File: src/rtl/score_pkg.sv
// rtl/score_pkg.sv - shared BCD digit type, constants and FSM states for score_bank
package score_pkg;

    typedef logic [3:0] bcd_digit_t;

    localparam bcd_digit_t BCD_MAX = 4'd9;

    typedef enum logic [1:0] {
        ST_IDLE,
        ST_ADD,
        ST_COMMIT
    } state_t;

    function automatic bcd_digit_t clamp_digit(input bcd_digit_t d);
        return (d > BCD_MAX) ? BCD_MAX : d;
    endfunction

endpackage

File: src/rtl/bcd_digit_add.sv
// rtl/bcd_digit_add.sv - one-digit BCD adder with carry in and carry out
module bcd_digit_add
    import score_pkg::*;
(
    input  bcd_digit_t a,
    input  bcd_digit_t b,
    input  logic       cin,
    output bcd_digit_t s,
    output logic       cout
);

    logic [4:0] raw;

    always_comb begin
        raw  = {1'b0, a} + {1'b0, b} + {4'b0000, cin};
        cout = (raw > 5'd9);
        s    = cout ? 4'(raw - 5'd10) : raw[3:0];
    end

endmodule

File: src/rtl/score_bank.sv
// rtl/score_bank.sv - multi-channel BCD score accumulator with request FIFO and hiscore tracking
module score_bank
    import score_pkg::*;
#(
    parameter int  DIGITS     = 6,
    parameter int  PLAYERS    = 2,
    parameter int  FIFO_DEPTH = 4,
    localparam int PW         = (PLAYERS > 1) ? $clog2(PLAYERS) : 1
) (
    input  logic                        clk,
    input  logic                        resetN,
    input  logic                        add_valid,
    output logic                        add_ready,
    input  logic [PW-1:0]               add_player,
    input  logic [DIGITS*4-1:0]         add_value,
    input  logic                        clr,
    input  logic [PW-1:0]               clr_player,
    output logic [PLAYERS*DIGITS*4-1:0] score,
    output logic [DIGITS*4-1:0]         hiscore,
    output logic                        new_hiscore,
    output logic                        overflow,
    output logic                        busy
);

    localparam int AW = $clog2(FIFO_DEPTH);
    localparam int CW = AW + 1;
    localparam int IW = $clog2(DIGITS);

    typedef bcd_digit_t [DIGITS-1:0] word_t;

    state_t               state_q, state_d;
    word_t                work_q, work_d;
    word_t                cur_value_q, cur_value_d;
    word_t                hiscore_q, hiscore_d;
    word_t [PLAYERS-1:0]  score_q, score_d;
    logic                 carry_q, carry_d;
    logic [IW-1:0]        idx_q, idx_d;
    logic [PW-1:0]        cur_player_q, cur_player_d;
    logic                 new_hiscore_q, new_hiscore_d;
    logic                 overflow_q, overflow_d;
    logic [PW-1:0]        fifo_player_q [FIFO_DEPTH];
    logic [PW-1:0]        fifo_player_d [FIFO_DEPTH];
    word_t                fifo_value_q [FIFO_DEPTH];
    word_t                fifo_value_d [FIFO_DEPTH];
    logic [AW-1:0]        wr_ptr_q, wr_ptr_d, rd_ptr_q, rd_ptr_d;
    logic [CW-1:0]        count_q, count_d;

    logic       push, pop, clr_ok, clr_hit, sum_carry;
    word_t      clamped, result;
    bcd_digit_t sum_digit;

    function automatic logic player_ok(input logic [PW-1:0] p);
        return int'(p) < PLAYERS;
    endfunction

    bcd_digit_add u_digit_add (
        .a    (work_q[idx_q]),
        .b    (cur_value_q[idx_q]),
        .cin  (carry_q),
        .s    (sum_digit),
        .cout (sum_carry)
    );

    assign add_ready   = (count_q != CW'(FIFO_DEPTH));
    assign busy        = (state_q != ST_IDLE) || (count_q != '0);
    assign score       = score_q;
    assign hiscore     = hiscore_q;
    assign new_hiscore = new_hiscore_q;
    assign overflow    = overflow_q;

    always_comb begin
        clamped = '0;
        for (int i = 0; i < DIGITS; i++) begin
            clamped[i] = clamp_digit(add_value[i*4 +: 4]);
        end
    end

    always_comb begin
        state_d       = state_q;
        work_d        = work_q;
        cur_value_d   = cur_value_q;
        hiscore_d     = hiscore_q;
        score_d       = score_q;
        carry_d       = carry_q;
        idx_d         = idx_q;
        cur_player_d  = cur_player_q;
        new_hiscore_d = 1'b0;
        overflow_d    = 1'b0;
        fifo_player_d = fifo_player_q;
        fifo_value_d  = fifo_value_q;
        wr_ptr_d      = wr_ptr_q;
        rd_ptr_d      = rd_ptr_q;
        result        = work_q;
        pop           = 1'b0;
        push          = add_valid && add_ready;
        clr_ok        = clr && player_ok(clr_player);
        clr_hit       = clr_ok && (clr_player == cur_player_q);

        if (push) begin
            fifo_player_d[wr_ptr_q] = add_player;
            fifo_value_d[wr_ptr_q]  = clamped;
            wr_ptr_d                = wr_ptr_q + 1'b1;
        end

        case (state_q)
            ST_IDLE: begin
                if (count_q != '0) begin
                    pop      = 1'b1;
                    rd_ptr_d = rd_ptr_q + 1'b1;
                    // Out-of-range channels are consumed here and never reach ADD.
                    if (player_ok(fifo_player_q[rd_ptr_q])) begin
                        state_d      = ST_ADD;
                        cur_player_d = fifo_player_q[rd_ptr_q];
                        cur_value_d  = fifo_value_q[rd_ptr_q];
                        work_d       = score_q[fifo_player_q[rd_ptr_q]];
                        carry_d      = 1'b0;
                        idx_d        = '0;
                    end
                end
            end
            ST_ADD: begin
                work_d[idx_q] = sum_digit;
                carry_d       = sum_carry;
                idx_d         = idx_q + 1'b1;
                if (idx_q == IW'(DIGITS - 1)) begin
                    idx_d   = '0;
                    state_d = ST_COMMIT;
                end
            end
            ST_COMMIT: begin
                state_d = ST_IDLE;
                if (carry_q) begin
                    result = {DIGITS{BCD_MAX}};
                end
                if (!clr_hit) begin
                    score_d[cur_player_q] = result;
                    overflow_d            = carry_q;
                    if (result > hiscore_q) begin
                        hiscore_d     = result;
                        new_hiscore_d = 1'b1;
                    end
                end
            end
            default: state_d = ST_IDLE;
        endcase

        // Applied last so a clear overrides a same-edge commit to that channel.
        if (clr_ok) begin
            score_d[clr_player] = '0;
        end

        count_d = count_q + CW'(push) - CW'(pop);
    end

    always_ff @(posedge clk or negedge resetN) begin
        if (!resetN) begin
            state_q       <= ST_IDLE;
            work_q        <= '0;
            cur_value_q   <= '0;
            hiscore_q     <= '0;
            score_q       <= '0;
            carry_q       <= 1'b0;
            idx_q         <= '0;
            cur_player_q  <= '0;
            new_hiscore_q <= 1'b0;
            overflow_q    <= 1'b0;
            wr_ptr_q      <= '0;
            rd_ptr_q      <= '0;
            count_q       <= '0;
            for (int i = 0; i < FIFO_DEPTH; i++) begin
                fifo_player_q[i] <= '0;
                fifo_value_q[i]  <= '0;
            end
        end else begin
            state_q       <= state_d;
            work_q        <= work_d;
            cur_value_q   <= cur_value_d;
            hiscore_q     <= hiscore_d;
            score_q       <= score_d;
            carry_q       <= carry_d;
            idx_q         <= idx_d;
            cur_player_q  <= cur_player_d;
            new_hiscore_q <= new_hiscore_d;
            overflow_q    <= overflow_d;
            wr_ptr_q      <= wr_ptr_d;
            rd_ptr_q      <= rd_ptr_d;
            count_q       <= count_d;
            fifo_player_q <= fifo_player_d;
            fifo_value_q  <= fifo_value_d;
        end
    end

endmodule

File: config.mk
export PLATFORM = sky130hd
export DESIGN_NAME = score_bank
export DESIGN_NICKNAME = d
export VERILOG_FILES = /design/src/rtl/score_pkg.sv /design/src/rtl/bcd_digit_add.sv /design/src/rtl/score_bank.sv
export SDC_FILE = /design/constraint.sdc
export NUM_CORES = 1
export LEC_CHECK = 0
export ABC_AREA = 1
export CAP_MARGIN = 20
export CORE_MARGIN = 8
export CORE_UTILIZATION = 60
export DETAILED_ROUTE_END_ITERATION = 8
export HOLD_SLACK_MARGIN = 0.15
export PLACE_DENSITY = 0.85
export SYNTH_ARGS = -nofsm -noshare
export SYNTH_HDL_FRONTEND = slang
export SYNTH_SLANG_ARGS = --single-unit
File: constraint.sdc
create_clock -name clk -period 7.4 [get_ports clk]
set_input_delay 0.74 -clock clk [delete_from_list [all_inputs] [get_ports clk]]
set_output_delay 0.74 -clock clk [all_outputs]
set_load 0.05 [all_outputs]
==> impl_metrics.csv <==
group,metric,value,unit
setup_path,reg2reg_slack,3550,ps
logic_synthesis,synth_nets,1561,
logic_synthesis,yosysUniqueCellTypes,43,
setup_path,required,7810,ps
layout,n_fill_cell,1509,
setup_path,critical_path_class,"reg -> reg",
timing,hold_viol,0,
setup_path,worstSetupStartpointType,"flop",
clock_tree,ctsHtreeMaxLevel,1,
logic_synthesis,synthesis.area,11920,um^2
layout,area_growth,16.66,%
drt,routed_via_density,5.716,
timing,setup_tns,0,ps
job,drv_cap,0,
grt,grt_first_pass_wirelength,52.99,mm
layout,layout-drive-gt1-share,0.05556,
timing,final.setup.worst_slack,3553,ps
power,power_density,510.7,nW/um^2
power,p_switching,0.003351,W
clock_tree,post_cts_buffers,0,
logic_synthesis,yosys_register_bits,236,
timing,finalSetupViolations,0,
placement,pre_cts_ws,3659,ps
timing,min_period,3847,ps
clock_tree,root_buffer,"clkbuf_16",
placement,gp_congestion,0.9463,
drt,vias,10570,
timing,tightest_slew,952.5,ps
die,start_util,0.6123,
grt,grt_max_degree,101,
timing,finClkSkew,5.998,ps
die,num_rows,51,
logic_synthesis,avgSynthCellArea,7.977,um^2
die,die_w,156.9,um
clock_tree,cts_tree,"done",
setup_path,cp_data_arrival_time,4250,ps
setup_path,cp_max_fo,19,
logic_synthesis,synthCells,1494,
timing,fmax,259.9,MHz
hold_path,hold_path_class,"in -> async",
logic_synthesis,ys.flop_type,"dfrtp_1",
drt,drt_pass1_iterations,5,
setup_path,critPathMostFrequentCell,"nand2_1",
die,die_area,24630,um^2
die,core-area,19460,um^2
logic_synthesis,synth_edf_count,0,
timing,relSlewSlack,0.3650,
setup_path,crit_start,"idx_q[0]",
timing,rsz0062_at_grt,"false",
logic_synthesis,yosys_warnings,0,
logic_synthesis,ys_seq_area_frac,0.4955,
clock_tree,cts_buffers,25,
die,die_h,156.9,um
setup_path,cp-end-kind,"flop",
grt,antenna_found_initial,0,
setup_path,reg2reg_to,"work_q[21]",
grt,grt_overflow,0,
drt,wl_per_cell,17.49,um
drt,drc,0,
drt,routed_wl,32.34,mm
clock_tree,ctsResizeCount,0,
layout,final_cell_mix,"nand2_1, dfrtp_1, o21ai_0, inv_1, nor2_1",
run_status,outcome,"completed",
clock_tree,clock_latency,520,ps
setup_path,r2r_cells,19,
drt,drtIter0Drc,942,
drt,antenna_left,0,
power,swShare,0.4719,
clock_tree,ctsHoldBuffers,0,
power,p_clk_frac,0.189,
power,p_seq_frac,0.297,
power,comb_power_share,0.514,
timing,drv_slew,0,
layout,multiInputGateArea,4866,um^2
power,ir_worst_vdd,0.0003222,V
setup_path,path_cells,"inv_1 > nand2_1 > a21oi_1 > nand2_1 > o211ai_1 > fa_1 > fa_1 > nand2_1 > nand2_1 > ha_1 > inv_1 > nor2_1 > a21oi_1 > nand2_1 > nand2_1 > nand2_1 > and2_1 > nand2_1 > nand2_1",
placement,portBuffers,105,
power,leakagePower,6.863,nW
setup_path,r2r-start,"idx_q[0]",
layout,seq_area,5906,um^2
layout,final_common_cell,"nand2_1",
layout,nets,1635,
clock_tree,clockBufferDepth,3,
setup_path,slowest_stage,"dfrtp_1",
layout,antenna_cells,0,
clock_tree,clk_pin_slew_worst_paths,60,ps
placement,hpwl,22.61,mm
timing,post-route-period-util,0.5199,
setup_path,crit_end,"work_q[21]",
power,p_int,0.003750,W
setup_path,max_stage_delay,760,ps
die,io_pins,106,
clock_tree,cts.sinks,236,
grt,grt_pass1_vias,10300,
grt,grt_usage,0.2662,
logic_synthesis,async_flop_share,1.000,
[critical path, delay by kind of cell, from the launching register on]
kind,cells,cell delay (ps)
AOI/OAI and AO/OA,3,320
DFF,1,760
adders and majority gates,3,1090
buffers and inverters,2,430
and+or+nand+nor,11,1120
[state kept, by name, indices dropped and copies added, names as in the netlist]
register,flops
carry_q,1
count_q,3
cur_player_q,1
cur_value_q,24
fifo_player_q,4
fifo_value_q,96
hiscore,24
idx_q,3
new_hiscore,1
overflow,1
rd_ptr_q,2
score,48
state_q,2
work_q,24
wr_ptr_q,2
[per-layer routing]
metal,global-route usage,share of wire,up-vias
met5,0,0,-
met4,0.1208,0.042,0
met3,0.03208,0.079,102
met2,0.4450,0.48,475
met1,0.3425,0.40,5012
li1,-,-,4979
[cell type report]
| cell class | count | share of cell area |
|---|---|---|
| multi-input cells | 981 | 0.3500 |
| well taps | 265 | 0.02385 |
| flip-flops and latches | 236 | 0.4248 |
| repair buffers | 115 | 0.08135 |
| clock inverters | 11 | 0.01296 |
| inverters | 209 | 0.05661 |
| clock buffers | 32 | 0.05049 |
[cell families (layout without fill, tap and decap cells)]
| kind of cell | Yosys count | in the layout | share of synthesized area |
|---|---|---|---|
| simple gates | 561 | 561 | 0.1954 |
| compound gates | 379 | 379 | 0.1692 |
| buf+inv | 277 | 367 | 0.09617 |
| flops | 236 | 236 | 0.4955 |
| fa+ha+maj | 37 | 37 | 0.04074 |
| xor+xnor | 4 | 4 | 0.002940 |
[how the worst min path moves through the flow]
stage | start | to | slack (ps) | depth (start not counted)
6_report | resetN | new_hiscore | 250 | 1
5_1_grt | resetN | hiscore[4] | 320 | 1
4_1_cts | resetN | new_hiscore | 290 | 1
3_5_place_dp | fifo_value_q[92] | fifo_value_q[92] | 460 | 2
3_3_place_gp | fifo_value_q[12] | fifo_value_q[12] | 460 | 2
2_1_floorplan | resetN | carry_q | 440 | 0
[Yosys cell counts, drive strengths merged, types with 18 or more instances]
master / instances / area [um^2]
nand2: 344 / 1319
dfrtp: 236 / 5906
o21ai: 220 / 1101
inv: 209 / 787.0
nor2: 137 / 546.8
a21oi: 99 / 506.7
nand3: 70 / 382.9
buf: 40 / 254.0
ha: 34 / 425.4
clkbuf: 28 / 105.1
o22ai: 20 / 125.1
a31oi: 18 / 112.6
[through the flow]
step	instances	total power, W	utilization	hold WS, ps	instance area [um^2]
final	1849	0.007101	0.7144	250.4	13900
after global routing	1849	0.007629	0.7144	322.5	13900
after CTS	1849	0.007073	0.7144	286.1	13900
after detailed placement	1806	0.005688	0.6690	459.9	13020
after global placement	1806	0.005554	0.6690	456.2	13020
after floorplan	1494	0.004716	-	443.6	11920
[power groups by stage]
stage | logic [W] | registers (W) | clock network (W)
final | 0.00365 | 0.00211 | 0.00134
after detailed placement | 0.00357 | 0.00212 | 0
after global routing | 0.00406 | 0.00216 | 0.00141
after global placement | 0.00345 | 0.00210 | 0
after CTS | 0.00361 | 0.00210 | 0.00136
after floorplan | 0.00245 | 0.00227 | 0
Power figures use the tool's default switching activity.
